`src/rtl/sdr_port_sched.sv`:
```
// Round-robin port scheduler and auto-refresh timer in front of the SDR SDRAM
// command FSM; a refresh is only requested at an IDLE decision point.
module sdr_port_sched #(
    parameter int nr_of_ports = 4,
    parameter int rfr_length  = 390
) (
    input  logic                   sdram_clk,
    input  logic                   sdram_rst,
    input  logic [nr_of_ports-1:0] req_i,
    input  logic                   fsm_state_idle,
    input  logic                   fsm_cmd_aref,
    output logic [nr_of_ports-1:0] sel_o,
    output logic                   fifo_empty_o,
    output logic                   refresh_req_o,
    output logic                   rfr_miss_o
);

    localparam int          IW         = $clog2(nr_of_ports);
    localparam logic [15:0] RFR_RELOAD = 16'(rfr_length - 1);
    localparam logic [IW:0] NP         = (IW + 1)'(nr_of_ports);

    typedef enum logic [2:0] {
        ST_INIT,
        ST_IDLE,
        ST_GRANT,
        ST_BUSY,
        ST_RFR,
        ST_RFRW
    } state_t;

    state_t                 state_q, state_d;
    logic [nr_of_ports-1:0] sel_q, sel_d, win_oh;
    logic [IW-1:0]          last_q, last_d, win_idx, sel_idx;
    logic [IW:0]            pos;
    logic [15:0]            cnt_q, cnt_d;
    logic                   rfr_pend_q, rfr_pend_d;
    logic                   rfr_miss_q, rfr_miss_d;
    logic                   refresh_req_q, refresh_req_d;
    logic                   expire, pend_clr;

    // Walk offsets from farthest to nearest so the port right after last wins.
    always_comb begin
        win_idx = '0;
        pos     = '0;
        for (int k = nr_of_ports; k >= 1; k--) begin
            pos = {1'b0, last_q} + (IW + 1)'(k);
            if (pos >= NP) begin
                pos = pos - NP;
            end
            if (req_i[pos[IW-1:0]]) begin
                win_idx = pos[IW-1:0];
            end
        end
    end

    generate
        for (genvar gi = 0; gi < nr_of_ports; gi++) begin : g_win_oh
            assign win_oh[gi] = (win_idx == IW'(gi));
        end
    endgenerate

    always_comb begin
        sel_idx = '0;
        for (int j = 0; j < nr_of_ports; j++) begin
            if (sel_q[j]) begin
                sel_idx = IW'(j);
            end
        end
    end

    // An expiry that coincides with the ack keeps the new request pending.
    always_comb begin
        expire     = (cnt_q == 16'd0);
        cnt_d      = expire ? RFR_RELOAD : cnt_q - 16'd1;
        pend_clr   = (state_q == ST_RFR) && fsm_cmd_aref;
        rfr_pend_d = rfr_pend_q;
        rfr_miss_d = rfr_miss_q;
        if (expire) begin
            rfr_pend_d = 1'b1;
            if (rfr_pend_q && !pend_clr) begin
                rfr_miss_d = 1'b1;
            end
        end else if (pend_clr) begin
            rfr_pend_d = 1'b0;
        end
    end

    always_comb begin
        state_d       = state_q;
        sel_d         = sel_q;
        last_d        = last_q;
        refresh_req_d = refresh_req_q;
        case (state_q)
            ST_INIT: begin
                if (fsm_state_idle) begin
                    state_d = ST_IDLE;
                end
            end
            ST_IDLE: begin
                if (rfr_pend_q) begin
                    state_d       = ST_RFR;
                    refresh_req_d = 1'b1;
                end else if (|req_i) begin
                    state_d = ST_GRANT;
                    sel_d   = win_oh;
                end
            end
            ST_GRANT: begin
                if (!fsm_state_idle) begin
                    state_d = ST_BUSY;
                end
            end
            ST_BUSY: begin
                if (fsm_state_idle) begin
                    state_d = ST_IDLE;
                    last_d  = sel_idx;
                    sel_d   = '0;
                end
            end
            ST_RFR: begin
                if (fsm_cmd_aref) begin
                    state_d       = ST_RFRW;
                    refresh_req_d = 1'b0;
                end
            end
            ST_RFRW: begin
                if (fsm_state_idle) begin
                    state_d = ST_IDLE;
                end
            end
            default: begin
                state_d       = ST_INIT;
                sel_d         = '0;
                refresh_req_d = 1'b0;
            end
        endcase
    end

    always_ff @(posedge sdram_clk or posedge sdram_rst) begin
        if (sdram_rst) begin
            state_q       <= ST_INIT;
            sel_q         <= '0;
            last_q        <= IW'(nr_of_ports - 1);
            cnt_q         <= RFR_RELOAD;
            rfr_pend_q    <= 1'b0;
            rfr_miss_q    <= 1'b0;
            refresh_req_q <= 1'b0;
        end else begin
            state_q       <= state_d;
            sel_q         <= sel_d;
            last_q        <= last_d;
            cnt_q         <= cnt_d;
            rfr_pend_q    <= rfr_pend_d;
            rfr_miss_q    <= rfr_miss_d;
            refresh_req_q <= refresh_req_d;
        end
    end

    assign sel_o         = sel_q;
    assign fifo_empty_o  = ~|(req_i & sel_q);
    assign refresh_req_o = refresh_req_q;
    assign rfr_miss_o    = rfr_miss_q;

endmodule

```
`config.mk`:
```
export PLATFORM = sky130hd
export DESIGN_NAME = sdr_port_sched
export DESIGN_NICKNAME = d
export VERILOG_FILES = /design/src/rtl/sdr_port_sched.sv
export SDC_FILE = /design/constraint.sdc
export NUM_CORES = 1
export LEC_CHECK = 0
export ABC_AREA = 1
export CORE_MARGIN = 8
export CORE_UTILIZATION = 41
export DETAILED_ROUTE_END_ITERATION = 8
export HOLD_SLACK_MARGIN = 0.05
export PLACE_DENSITY_LB_ADDON = 0.08
export SKIP_CTS_REPAIR_TIMING = 1
export SYNTH_ARGS = -nofsm -noshare
export SYNTH_HDL_FRONTEND = slang
export SYNTH_SLANG_ARGS = --single-unit
export TNS_END_PERCENT = 100
```
`constraint.sdc`:
```
create_clock -name sdram_clk -period 2.1 [get_ports sdram_clk]
set_input_delay 0.525 -clock sdram_clk [delete_from_list [all_inputs] [get_ports sdram_clk]]
set_output_delay 0.525 -clock sdram_clk [all_outputs]
set_load 0.1 [all_outputs]
```
==> run_results.csv <==
group,metric,value,unit
placed_design,io_buffers,14,
synthesis,synth.yosys.seq_area_share,41.3,%
routing,ant_nets,0,
placed_design,post-place-ws,0.0159,ns
sta,final-setup-viol-count,0,
synthesis,synth_top_area_share,32.1,%
worst_setup_path,worstPathArrival,1.35,ns
floorplan,rows,23,
clocking,cts.sink_count,28,
worst_setup_path,slowest_delay,0.51,ns
synthesis,syn_area_per_cell,7.33,sq um
sta,fin_crit_sh,89.5,%
global_route,grt_pass1_vias,1393,
routing,routedWlPerCell,11.1,um
pwr,p_leak,0.00115,uW
routing,drc,0,
cells_and_area,finalNetCount,267,
worst_setup_path,critical_path_class,"reg -> out",
floorplan,start_util,42.9,%
worst_setup_path,setup.worst_path.start_class,"flop",
clocking,cts_tree,"yes",
worst_setup_path,cp.required,1.57,ns
sta,relSlewSlack,74.8,%
sta,rsz0062_at_grt,"false",
synthesis,synth-async-reset-ratio,100,%
global_route,antenna_found_initial,0,
synthesis,syn-instance-count,234,
synthesis,synth_commonest_cells,"nand2_1 (55), inv_1 (35), nor2_1 (28)",
synthesis,synth_edf_count,0,
placed_design,place_hpwl,2730,um
synthesis,syn_nets,243,
worst_hold_path,holdPathEnd,"cnt_q[0]$_DFF_PP1_",
floorplan,core,4000,sq um
clocking,numCtsBuffers,3,
worst_setup_path,cp-startpoint,"sel_o[1]$_DFFE_PP0P_",
pwr,ir_drop,0.364,mV
synthesis,yosysUniqueCellTypes,28,
worst_setup_path,crit_chain,"inv_2 -> o21ai_2 -> a221oi_4 -> buf_12",
clocking,clk_latency,0.26,ns
sta,timing.final.max_slew_violations,0,
floorplan,die_x,80.7,um
floorplan,ios,15,
worst_setup_path,reg2reg_to,"cnt_q[12]$_DFF_PP0_",
routing,routed_wl,3410,um
worst_setup_path,r2r_slack,0.44,ns
cells_and_area,num_antenna_cells,0,
routing,first_pass_iters,4,
sta,fmax,0.532,GHz
global_route,grt_pass1_wl,6130,um
sta,worst_pin_slew,0.378,ns
worst_hold_path,hold_start,"cnt_q[0]$_DFF_PP1_",
synthesis,syn-cell-area,1710,sq um
worst_hold_path,worstHoldPathType,"reg -> reg",
worst_setup_path,cp_top_family,"flip-flops",
clocking,cts_max_path_buffers,2,
sta,skew,0.00379,ns
worst_hold_path,hold-path-cell-count,1,
worst_setup_path,end_kind,"output port",
synthesis,synthFlopType,"dfrtp_1",
global_route,track_usage,11.4,%
pwr,power_density,1080,nW/um^2
pwr,total_power,2300,uW
routing,vias,1461,
placed_design,gp_congestion,0.803,
worst_setup_path,reg2reg_depth,7,
synthesis,yosys.area.top_type,"dfrtp_1",
routing,drt_first_iter_violations,61,
worst_setup_path,r2r-start,"cnt_q[0]$_DFF_PP1_",
routing,vias_per_cell,4.76,
global_route,grt_overflow_total,0,
cells_and_area,area_growth,24.2,%
sta,layout_min_cycle_time,1.88,ns
cells_and_area,fill_cells,379,
sta,hold_violations,0,
clocking,cts_htree_levels,1,
worst_setup_path,critPathMaxFanout,3,
synthesis,synth_warnings,0,
floorplan,die_y,80.7,um
flow_run,drv_cap,0,
synthesis,yosysMostFrequentCell,"nand2_1",
worst_setup_path,cp_slowest_cell,"dfrtp_4",
synthesis,synth_seq_cells,28,
worst_setup_path,worst-path-buf-inv,2,
cells_and_area,drive_above_1_share,23.0,%
run_status,status,"complete, no violations",
global_route,grt_max_degree,21,
sta,fin_ws,0.221,ns
synthesis,synth.top_cells.by_area,"dfrtp_1 (32%), nand2_1 (12%), dfstp_2 (9.2%)",
clocking,clkTransAtPathRegs,0.09,ns
floorplan,fp.dieArea,6510,sq um
clocking,cts_root_buf,"clkbuf_8",
==> final cells by class <==
class	count	area [sq um]	share of cell area (%)
multi-input combinational	167	881	41.4
inverter	39	149	6.99
tap	50	62.6	2.94
sequential	28	721	33.8
clock buffer	3	41.3	1.94
timing repair buffer	19	245	11.5
clock inverter	1	30.0	1.41
==> per-layer routing <==
layer	up-vias	track usage [%]	share of wire, %
li1	788	-	-
met2	15	19.4	48
met4	0	2.68	0.64
met1	656	14.9	48
met3	2	1.56	3.5
met5	-	0	0
==> kinds of logic after synthesis <==
| logic type | after synthesis | share of synthesized area, % |
|---|---|---|
| simple gates | 134 | 37.5 |
| compound gates | 25 | 8.18 |
| xor+xnor | 7 | 3.58 |
| buf+inv | 39 | 8.69 |
| flops | 28 | 41.3 |
| fa+ha+maj | 1 | 0.730 |
==> metrics by stage <==
stage	hold WS, ns	utilization [%]	area, sq um	std cells	setup TNS (ns)
after detailed placement	0.440	51.2	2050	303	0
after floorplan	0.428	-	1750	234	-0.00922
after CTS	0.464	53.0	2120	307	0
after global placement	0.436	51.2	2050	303	0
after global routing	0.497	53.2	2130	307	0
final	0.466	53.2	2130	307	0
==> cells in the final DEF, fill, tap and decap left out, types with 2 or more instances in the layout <==
cell type,count
nor2_1,28
nand2_2,14
inv_1,33
clkdlybuf4s50_1,3
dfrtp_1,18
xor2_1,6
inv_2,5
dfstp_2,6
o21ai_0,12
nand3_1,16
nor3_1,2
nor2_4,2
buf_4,6
nand3_2,2
dlymetal6s2s_1,4
dfrtp_4,3
nand2_1,54
a21oi_1,7
nand4_1,8
clkbuf_8,3
buf_12,6
nor2_2,4
==> worst reg2reg max path, delay by kind of cell, from the launching register on <==
family	cells	cell delay, ns
adders and majority gates	1	0.19
DFF	1	0.38
and+or+nand+nor	4	0.73
buffers and inverters	2	0.25
==> worst max path at each step <==
stage | to | cells after the start
finish | fifo_empty_o | 4
global route | fifo_empty_o | 4
global placement | fifo_empty_o | 3
CTS | fifo_empty_o | 3
detailed placement | fifo_empty_o | 3
floorplan | fifo_empty_o | 3
==> power breakdown <==
part	internal [uW]	total [uW]	leakage (uW)	switching, uW
registers	635	753	0.000338	118
logic	386	1130	0.000772	745
clock network	255	411	0.0000357	156
==> state kept, by name, summed over array words and instances (netlist names) <==
register	count
last_q	2
rfr_pend_q	1
cnt_q	16
refresh_req_o	1
state_q	3
rfr_miss_o	1
sel_o	4
(Power assumes the default switching activity.)
